## src/rtl/vga_timing_gen_if.sv

```systemverilog
// Pixel fetch bus: raster position request out, colour back FETCH_LAT pixel ticks later.
// No handshake: the source must answer every request at the fixed latency.
interface vga_timing_gen_if #(
    parameter int COLOR_WIDTH = 4,
    parameter int H_ACTIVE    = 640,
    parameter int V_ACTIVE    = 480
);
    localparam int XW = $clog2(H_ACTIVE);
    localparam int YW = $clog2(V_ACTIVE);

    logic                     pix_req;
    logic [XW-1:0]            x_req;
    logic [YW-1:0]            y_req;
    logic [3*COLOR_WIDTH-1:0] rgb_in;

    modport master (output pix_req, x_req, y_req, input rgb_in);
    modport slave  (input pix_req, x_req, y_req, output rgb_in);
endinterface

```

## src/rtl/vga_timing_gen.sv

```systemverilog
// VGA raster timing, pixel fetch request and pin register; VGA_TEST_PATTERN_EN adds an 8-bar pattern.
// Latency: pins show a counter state FETCH_LAT+1 pix_ce ticks later; sync and colour stay aligned.
// Backpressure: none; pix_ce low freezes counters, delay line and pins.
module vga_timing_gen #(
    parameter int COLOR_WIDTH = 4,
    parameter int H_ACTIVE    = 640,
    parameter int H_FP        = 16,
    parameter int H_SYNC      = 96,
    parameter int H_BP        = 48,
    parameter int V_ACTIVE    = 480,
    parameter int V_FP        = 10,
    parameter int V_SYNC      = 2,
    parameter int V_BP        = 33,
    parameter bit SYNC_POL    = 1'b0,
    parameter int FETCH_LAT   = 1
) (
    input  logic                   clk,
    input  logic                   rst,
    input  logic                   pix_ce,
`ifdef VGA_TEST_PATTERN_EN
    input  logic                   pattern_sel,
`endif
    vga_timing_gen_if.master       fetch,
    output logic                   frame_start,
    output logic                   HSync,
    output logic                   VSync,
    output logic [COLOR_WIDTH-1:0] RED,
    output logic [COLOR_WIDTH-1:0] GREEN,
    output logic [COLOR_WIDTH-1:0] BLUE
);
    localparam int H_TOTAL = H_ACTIVE + H_FP + H_SYNC + H_BP;
    localparam int V_TOTAL = V_ACTIVE + V_FP + V_SYNC + V_BP;
    localparam int HW      = $clog2(H_TOTAL);
    localparam int VW      = $clog2(V_TOTAL);
    localparam int XW      = $clog2(H_ACTIVE);
    localparam int YW      = $clog2(V_ACTIVE);
    localparam int RGBW    = 3 * COLOR_WIDTH;
    localparam int HS_BEG  = H_ACTIVE + H_FP;
    localparam int HS_END  = H_ACTIVE + H_FP + H_SYNC;
    localparam int VS_BEG  = V_ACTIVE + V_FP;
    localparam int VS_END  = V_ACTIVE + V_FP + V_SYNC;

    typedef struct packed {
        logic       active;
        logic       hs;
        logic       vs;
`ifdef VGA_TEST_PATTERN_EN
        logic       pat;
        logic [2:0] bar;
`endif
    } dly_t;

    logic [HW-1:0]   h_cnt;
    logic [VW-1:0]   v_cnt;
    logic            h_last;
    logic            v_last;
    logic            in_active;
    logic            req;
    dly_t            dly_in;
    dly_t            dly_out;
    logic [RGBW-1:0] rgb_nxt;
    logic [RGBW-1:0] rgb_q;

    assign h_last = (int'(h_cnt) == H_TOTAL - 1);
    assign v_last = (int'(v_cnt) == V_TOTAL - 1);

    always_ff @(posedge clk) begin
        if (rst) begin
            h_cnt <= '0;
            v_cnt <= '0;
        end else if (pix_ce) begin
            if (h_last) begin
                h_cnt <= '0;
                v_cnt <= v_last ? '0 : v_cnt + 1'b1;
            end else begin
                h_cnt <= h_cnt + 1'b1;
            end
        end
    end

    assign in_active = (int'(h_cnt) < H_ACTIVE) && (int'(v_cnt) < V_ACTIVE);

`ifdef VGA_TEST_PATTERN_EN
    // The pattern replaces the source entirely, so stop asking it for pixels.
    assign req = in_active && !pattern_sel;
`else
    assign req = in_active;
`endif

    assign fetch.pix_req = req;
    assign fetch.x_req   = req ? h_cnt[XW-1:0] : '0;
    assign fetch.y_req   = req ? v_cnt[YW-1:0] : '0;

    assign frame_start = !rst && pix_ce && (h_cnt == '0) && (v_cnt == '0);

    always_comb begin
        dly_in        = '0;
        dly_in.active = in_active;
        dly_in.hs     = (int'(h_cnt) >= HS_BEG) && (int'(h_cnt) < HS_END);
        dly_in.vs     = (int'(v_cnt) >= VS_BEG) && (int'(v_cnt) < VS_END);
`ifdef VGA_TEST_PATTERN_EN
        dly_in.pat    = pattern_sel;
        dly_in.bar    = 3'(int'(h_cnt) / (H_ACTIVE / 8));
`endif
    end

    // Sync decode travels alongside the fetch so it meets its colour at the pin register.
    generate
        if (FETCH_LAT == 0) begin : g_no_dly
            assign dly_out = dly_in;
        end else begin : g_dly
            dly_t dly [FETCH_LAT];

            always_ff @(posedge clk) begin
                if (rst) begin
                    for (int i = 0; i < FETCH_LAT; i++) dly[i] <= '0;
                end else if (pix_ce) begin
                    dly[0] <= dly_in;
                    for (int i = 1; i < FETCH_LAT; i++) dly[i] <= dly[i-1];
                end
            end

            assign dly_out = dly[FETCH_LAT-1];
        end
    endgenerate

    always_comb begin
        rgb_nxt = '0;
        if (dly_out.active) begin
`ifdef VGA_TEST_PATTERN_EN
            if (dly_out.pat)
                rgb_nxt = {{COLOR_WIDTH{dly_out.bar[2]}},
                           {COLOR_WIDTH{dly_out.bar[1]}},
                           {COLOR_WIDTH{dly_out.bar[0]}}};
            else
`endif
                rgb_nxt = fetch.rgb_in;
        end
    end

    always_ff @(posedge clk) begin
        if (rst) begin
            HSync <= ~SYNC_POL;
            VSync <= ~SYNC_POL;
            rgb_q <= '0;
        end else if (pix_ce) begin
            HSync <= dly_out.hs ? SYNC_POL : ~SYNC_POL;
            VSync <= dly_out.vs ? SYNC_POL : ~SYNC_POL;
            rgb_q <= rgb_nxt;
        end
    end

    assign RED   = rgb_q[3*COLOR_WIDTH-1:2*COLOR_WIDTH];
    assign GREEN = rgb_q[2*COLOR_WIDTH-1:COLOR_WIDTH];
    assign BLUE  = rgb_q[COLOR_WIDTH-1:0];
endmodule

```

## src/flat_wrapper.sv

```systemverilog
// flat-port wrapper written by rule: the top's interface ports become plain ports
module vga_timing_gen_flat 
#(
    parameter int COLOR_WIDTH = 4,
    parameter int H_ACTIVE    = 640,
    parameter int H_FP        = 16,
    parameter int H_SYNC      = 96,
    parameter int H_BP        = 48,
    parameter int V_ACTIVE    = 480,
    parameter int V_FP        = 10,
    parameter int V_SYNC      = 2,
    parameter int V_BP        = 33,
    parameter bit SYNC_POL    = 1'b0,
    parameter int FETCH_LAT   = 1
)
  (clk, rst, pix_ce, frame_start, HSync, VSync, RED, GREEN, BLUE, fetch_pix_req, fetch_x_req, fetch_y_req, fetch_rgb_in);
  vga_timing_gen_if #(.COLOR_WIDTH(COLOR_WIDTH), .H_ACTIVE(H_ACTIVE), .V_ACTIVE(V_ACTIVE)) fetch_i ();
  input  logic clk;
  input  logic rst;
  input  logic pix_ce;
  output logic frame_start;
  output logic HSync;
  output logic VSync;
  output logic [COLOR_WIDTH-1:0] RED;
  output logic [COLOR_WIDTH-1:0] GREEN;
  output logic [COLOR_WIDTH-1:0] BLUE;
  output wire logic [$bits(fetch_i.pix_req)-1:0] fetch_pix_req;
  output wire logic [$bits(fetch_i.x_req)-1:0] fetch_x_req;
  output wire logic [$bits(fetch_i.y_req)-1:0] fetch_y_req;
  input wire logic [$bits(fetch_i.rgb_in)-1:0] fetch_rgb_in;
  assign fetch_pix_req = fetch_i.pix_req;
  assign fetch_x_req = fetch_i.x_req;
  assign fetch_y_req = fetch_i.y_req;
  assign fetch_i.rgb_in = fetch_rgb_in;
  vga_timing_gen #(.COLOR_WIDTH(COLOR_WIDTH), .H_ACTIVE(H_ACTIVE), .H_FP(H_FP), .H_SYNC(H_SYNC), .H_BP(H_BP), .V_ACTIVE(V_ACTIVE), .V_FP(V_FP), .V_SYNC(V_SYNC), .V_BP(V_BP), .SYNC_POL(SYNC_POL), .FETCH_LAT(FETCH_LAT)) u_core (.clk(clk), .rst(rst), .pix_ce(pix_ce), .fetch(fetch_i), .frame_start(frame_start), .HSync(HSync), .VSync(VSync), .RED(RED), .GREEN(GREEN), .BLUE(BLUE));
endmodule
```

## config.mk

```make
export PLATFORM = sky130hd
export DESIGN_NAME = vga_timing_gen_flat
export DESIGN_NICKNAME = d
export VERILOG_FILES = /design/src/rtl/vga_timing_gen_if.sv /design/src/rtl/vga_timing_gen.sv /design/src/flat_wrapper.sv
export SDC_FILE = /design/constraint.sdc
export NUM_CORES = 1
export LEC_CHECK = 0
export ABC_AREA = 1
export CAP_MARGIN = 20
export CORE_UTILIZATION = 35
export DETAILED_ROUTE_END_ITERATION = 16
export DONT_BUFFER_PORTS = 1
export PLACE_DENSITY = 0.48
export SLEW_MARGIN = 20
export SYNTH_ARGS = -nofsm -noshare
export SYNTH_HDL_FRONTEND = slang
export SYNTH_SLANG_ARGS = --single-unit
```

## constraint.sdc

```tcl
create_clock -name clk -period 2.45 [get_ports clk]
set_input_delay 0.6125 -clock clk [delete_from_list [all_inputs] [get_ports clk]]
set_output_delay 0.6125 -clock clk [all_outputs]
set_load 0.05 [all_outputs]
```

### Yosys cells after proc, flatten, opt, wreduce, memory -nomap -nowiden

Memories as Yosys holds them, arrays and structs flattened.
Cells that the tools add are included.

* RAM bits: 3
* word-level logic and storage cells: 41
* flip-flop bits (word level): 34
* output and inout port bits: 35
* memories: 1
* input bits: 15

Memory list
* u_core.g_dly.dly: words 1, width 3, read ports 1, clocked after Yosys merged registers in 0, write ports 1, line vga_timing_gen.sv:112 `dly_t dly [FETCH_LAT];`

* equal/unequal tests: 2
* reduce and logical (&&, ||, !) cells: 11
* magnitude comparators: 6
* add/sub/neg operators: 2
* mux-type cells: 14

Operators by type and width (count)
* 10-bit 2-to-1 mux: 3
* 10-bit by 1-bit adder with 10-bit output (second input constant): 2
* 10-bit zero test: 2
* 10-bit less-than comparator (second input constant): 2
* 10-bit by 9-bit less-than comparator with 1-bit output (second input constant): 2
* 12-bit 2-to-1 mux: 1
* 10-bit equality test (second input constant): 1
* 10-bit by 9-bit equality test with 1-bit output (second input constant): 1
* 10-bit greater-or-equal comparator (second input constant): 1
* 10-bit by 9-bit greater-or-equal comparator with 1-bit output (second input constant): 1
* 9-bit 2-to-1 mux: 1
* 1-bit 2-to-1 mux: 8
* 1-bit logical AND: 6
* 3-bit 2-to-1 mux: 1
* 3-bit OR reduction: 1
* 2-bit AND reduction: 1
* 1-bit zero test: 1

### Longest topological paths before layout

* depth after elaboration: 5
* mapped depth: 9

### Worst setup path after synthesis

Ideal clock, no wire load.

* path type: register -> output
* start point: register u_core.v_cnt[6]
* end point: output fetch_x_req[0]
* data arrival time: 2240 ps
* setup slack: -403 ps
* data required time: 1837 ps
* stages on the path, launching flop included: 7
* path through: dfxtp_1 nand2_1 nor2_1 nor3_2 inv_2 buf_6 nor2_1

* word-level cells in the longest chain between the ends: 3

RTL lines
* start, declared: line vga_timing_gen.sv:54 `logic [VW-1:0] v_cnt;`
* start signal, assigned: line vga_timing_gen.sv:74 `v_cnt <= v_last ? '0 : v_cnt + 1'b1;`
* 10-bit by 9-bit less-than comparator with 1-bit output: line vga_timing_gen.sv:81 `assign in_active = (int'(h_cnt) < H_ACTIVE) && (int'(v_cnt) < V_ACTIVE);`
* 1-bit logical AND: line vga_timing_gen.sv:81
* net fetch_pix_req: line flat_wrapper.sv:27 `output wire logic [$bits(fetch_i.pix_req)-1:0] fetch_pix_req;`
* 10-bit 2-to-1 mux: line vga_timing_gen.sv:91 `assign fetch.x_req = req ? h_cnt[XW-1:0] : '0;`
* end, declared: line flat_wrapper.sv:28 `output wire logic [$bits(fetch_i.x_req)-1:0] fetch_x_req;`

The timed path passes the listed nets, and every way through them passes these cells.

### Worst setup path after layout

* start point: register u_core.v_cnt[5]
* end point: output fetch_y_req[5]

* word-level cells in the longest chain between the ends: 3

RTL lines
* 10-bit by 9-bit less-than comparator with 1-bit output: line vga_timing_gen.sv:81
* 1-bit logical AND: line vga_timing_gen.sv:81
* 9-bit 2-to-1 mux *: line vga_timing_gen.sv:92 `assign fetch.y_req = req ? v_cnt[YW-1:0] : '0;`
* end, declared: line flat_wrapper.sv:29 `output wire logic [$bits(fetch_i.y_req)-1:0] fetch_y_req;`

Every way passes the cells marked *; elsewhere a longest branch is shown, timed or not.

==> metrics <==
critical path peak fanout=6; CTS tree=yes; count of final hold-check violations=0; P_leak=0.000935 µW; outcome=finished clean; Post-Synth Adder-Cell Area=0.0261; RSZ-0062 raised after global routing=true; dpl cells=338; WP data required=1.84 ns; # clock sinks=37; cells after synthesis=254; Syn Nets=273; H-tree depth=2; initial antenna violation count=0; Crit path buffers/inverters=2; part of the power in registers=0.511; hold crit path type=input port to register; Synth cell types=33; site row count=26; most numerous cell on the critical path=nand2_1; Pint=975 µW; GRT Util Overall=0.167; Worst setup SP type=register; met3 wire len=255 µm; Layout Nets=294; boundary pin count=50; largest cells by area after synthesis=dfxtp_1, nor2_1, nand2_1; Placer Congestion=0.829; CP startpoint=u_core.v_cnt[5]$_SDFFE_PP0P_; R2R setup slack=0.97 ns; commonest non-fill, non-tap cell in the layout=nor2_1; Final setup viols=0; leading area contributor after synthesis=dfxtp_1; Max IR drop VDD=0.195 mV; Synth Area in Simple Gates=0.344; Highest Signal Layer=met4; clock network power share=0.436; via count=1676; Synth Area in Compound Gates=0.129; largest family of logic cells by synthesized area=simple AND/OR/NAND/NOR gates; CTS buffer count=5; top-area cell type share of the netlist area=0.354; Crit-path slowest cell=dfxtp_1; DR iter-0 viols=56; Max-Cap Viols=0; CTS max path bufs=2; DRT Pass-1 Iters=4; switching pwr=332 µW; Worst-Skew Late Latency=0.30 ns; Routed WL=4590 µm; fraction of layout cells with a size suffix above 1=0.185; Die Y=76.1 µm; Initial Utilization=0.369; Final Cycle Share=0.968; largest delay contributor family on the critical path=buffers and inverters; antenna cells=0; Die ar.=0.00579 mm²; post-CTS setup buffer count=0; fmax=422 MHz; Die W=76.1 µm; core area=0.00520 mm²; Via density=4.84; PwrDens=581 mW/mm²; Comb pwr share=0.053; remaining global-route overflow=0; drt drc=0; area delta synth->final=17.1%; Setup crit end kind=output port; Layout fillers=557; clock tree root buffer cell=clkbuf_8; wire length of the first global-routing pass=7660 µm; routed wl met2=1980 µm; drt wl/cell=13.3 µm; Slew @ Worst Pin=0.517 ns; commonest cells after routing, fill and taps aside=nor2_1, nand2_1, dfxtp_1; port buffer count=0; M1 WL=2240 µm; post-synthesis mux area share=0; crit path DAT=1.76 ns; sw frac=0.254; Avg Inst Size Synth=7.56 µm²; number of synthesized register bits=37; Setup CP Type=register to output port; total number of yosys warnings=0; vias in the first global route=1573; clock skew=0.00853 ns; Clk pin slew, worst setup/hold paths=0.08 ns; CP Cell Sequence=nand2_1, nor2_1, nor3_4, buf_4, nand2_1, inv_1; register area share after synthesis=0.401; hold_sp=rst; largest net degree at the start of global routing=20; mapped cell area=0.00192 mm²; Post-Synth XOR/XNOR Area=0.00912; Routed Antenna Nets=0; cts hold-fix bufs=0; Slew headroom=0.655; CP max stage delay=0.37 ns; hold slack=0.372 ns; post-layout min period=2.37 ns; R2R Path Start=u_core.h_cnt[0]$_SDFFE_PP0P_; Max Slew Vio Count=0; post-route insts no fill=346; DP Wirelength=3470 µm
## repair_timing
| item | CTS | global route |
|---|---|---|
| setup endpoints to repair | 0 | 18 |
| endpoints found under the hold margin | 0 | 0 |
| resized for setup | 0 | 2 |
## Yosys cell counts
cell / n
nand3_4: 1
xor2_1: 2
a32o_1: 12
o21ai_0: 6
buf_2: 1
ha_1: 4
o21ai_2: 1
or2_1: 1
nand3_2: 1
nor2_4: 3
nor3_2: 1
nor2_1: 52
nor2_2: 2
edfxtp_1: 3
buf_4: 3
nand2_1: 45
inv_2: 5
a21oi_1: 7
o211ai_1: 1
nand3b_1: 2
clkbuf_1: 1
nor3_4: 1
nor4_1: 1
nand2_4: 1
inv_1: 27
nand3_1: 12
buf_6: 2
nand2_2: 3
nand4_1: 7
o21bai_2: 3
dfxtp_1: 34
a31oi_1: 2
nor3_1: 7
## power by group through the flow
| stage | clock network [µW] | registers (µW) | logic [µW] |
|---|---|---|---|
| floorplan | 0 | 676 | 62.5 |
| global placement | 0 | 683 | 70.3 |
| detailed placement | 0 | 683 | 70.6 |
| CTS | 585 | 668 | 70.7 |
| global route | 611 | 670 | 77.5 |
| finish | 569 | 668 | 69.3 |
## final timing paths
path / end / cells past startpoint
max: fetch_y_req[5] / 6
min: u_core.v_cnt[8]$_SDFFE_PP0P_ / 1
max reg2reg: u_core.v_cnt[4]$_SDFFE_PP0P_ / 8
min reg2reg: u_core.HSync$_SDFFE_PP1P_ / 1
## cell type report
cell class / instances / area [µm²] / share of cell area
multi-input combinational: 178 / 982 / 0.437
sequential: 37 / 771 / 0.343
timing repair buffer: 21 / 158 / 0.0701
inverter: 32 / 123 / 0.0545
clock buffer: 7 / 119 / 0.0529
tap: 70 / 87.6 / 0.0390
clock inverter: 1 / 8.76 / 0.00390
## routing by layer
| metal | up-vias | GRT usage |
|---|---|---|
| met5 | - | 0 |
| met4 | 0 | 0.0731 |
| met3 | 9 | 0.0467 |
| met2 | 46 | 0.253 |
| met1 | 738 | 0.222 |
| li1 | 883 | - |
## kinds of logic (layout without fill, tap and decap cells)
group,count (synthesis),after routing
AND/OR/NAND/NOR,140,140
buffers and inverters,39,61
AO/OA/AOI/OAI,32,32
flip-flops,37,37
adder cells (fa/ha/maj),4,4
XOR/XNOR,2,2
## worst reg2reg max path, cell delays in order (launching register included)
cell and delay, ns:
dfxtp_1 0.36, ha_1 0.23, nand3_2 0.12, nor2_4 0.17, nand2_2 0.10, nor2_4 0.17
nand3_1 0.11, nand2_1 0.08, nor2_1 0.03
## through the flow
stage	total power, µW	TNS [ns]	worst slack, ns	util	instance area [µm²]
floorplan	739	-1.62	-0.149	-	1930
global placement	753	0	0.350	0.407	2120
detailed placement	753	0	0.345	0.407	2120
CTS	1320	0	0.0103	0.431	2250
global route	1360	-0.0141	-0.0141	0.432	2250
finish	1310	0	0.0778	0.432	2250
## registers in the layout, indices dropped and copies added, names as in the netlist
register          flops
u_core.VSync          1
u_core.g_dly.dly      3
u_core.HSync          1
u_core.rgb_q         12
u_core.h_cnt         10
u_core.v_cnt         10
No activity file was read; power rests on OpenSTA's default activity.
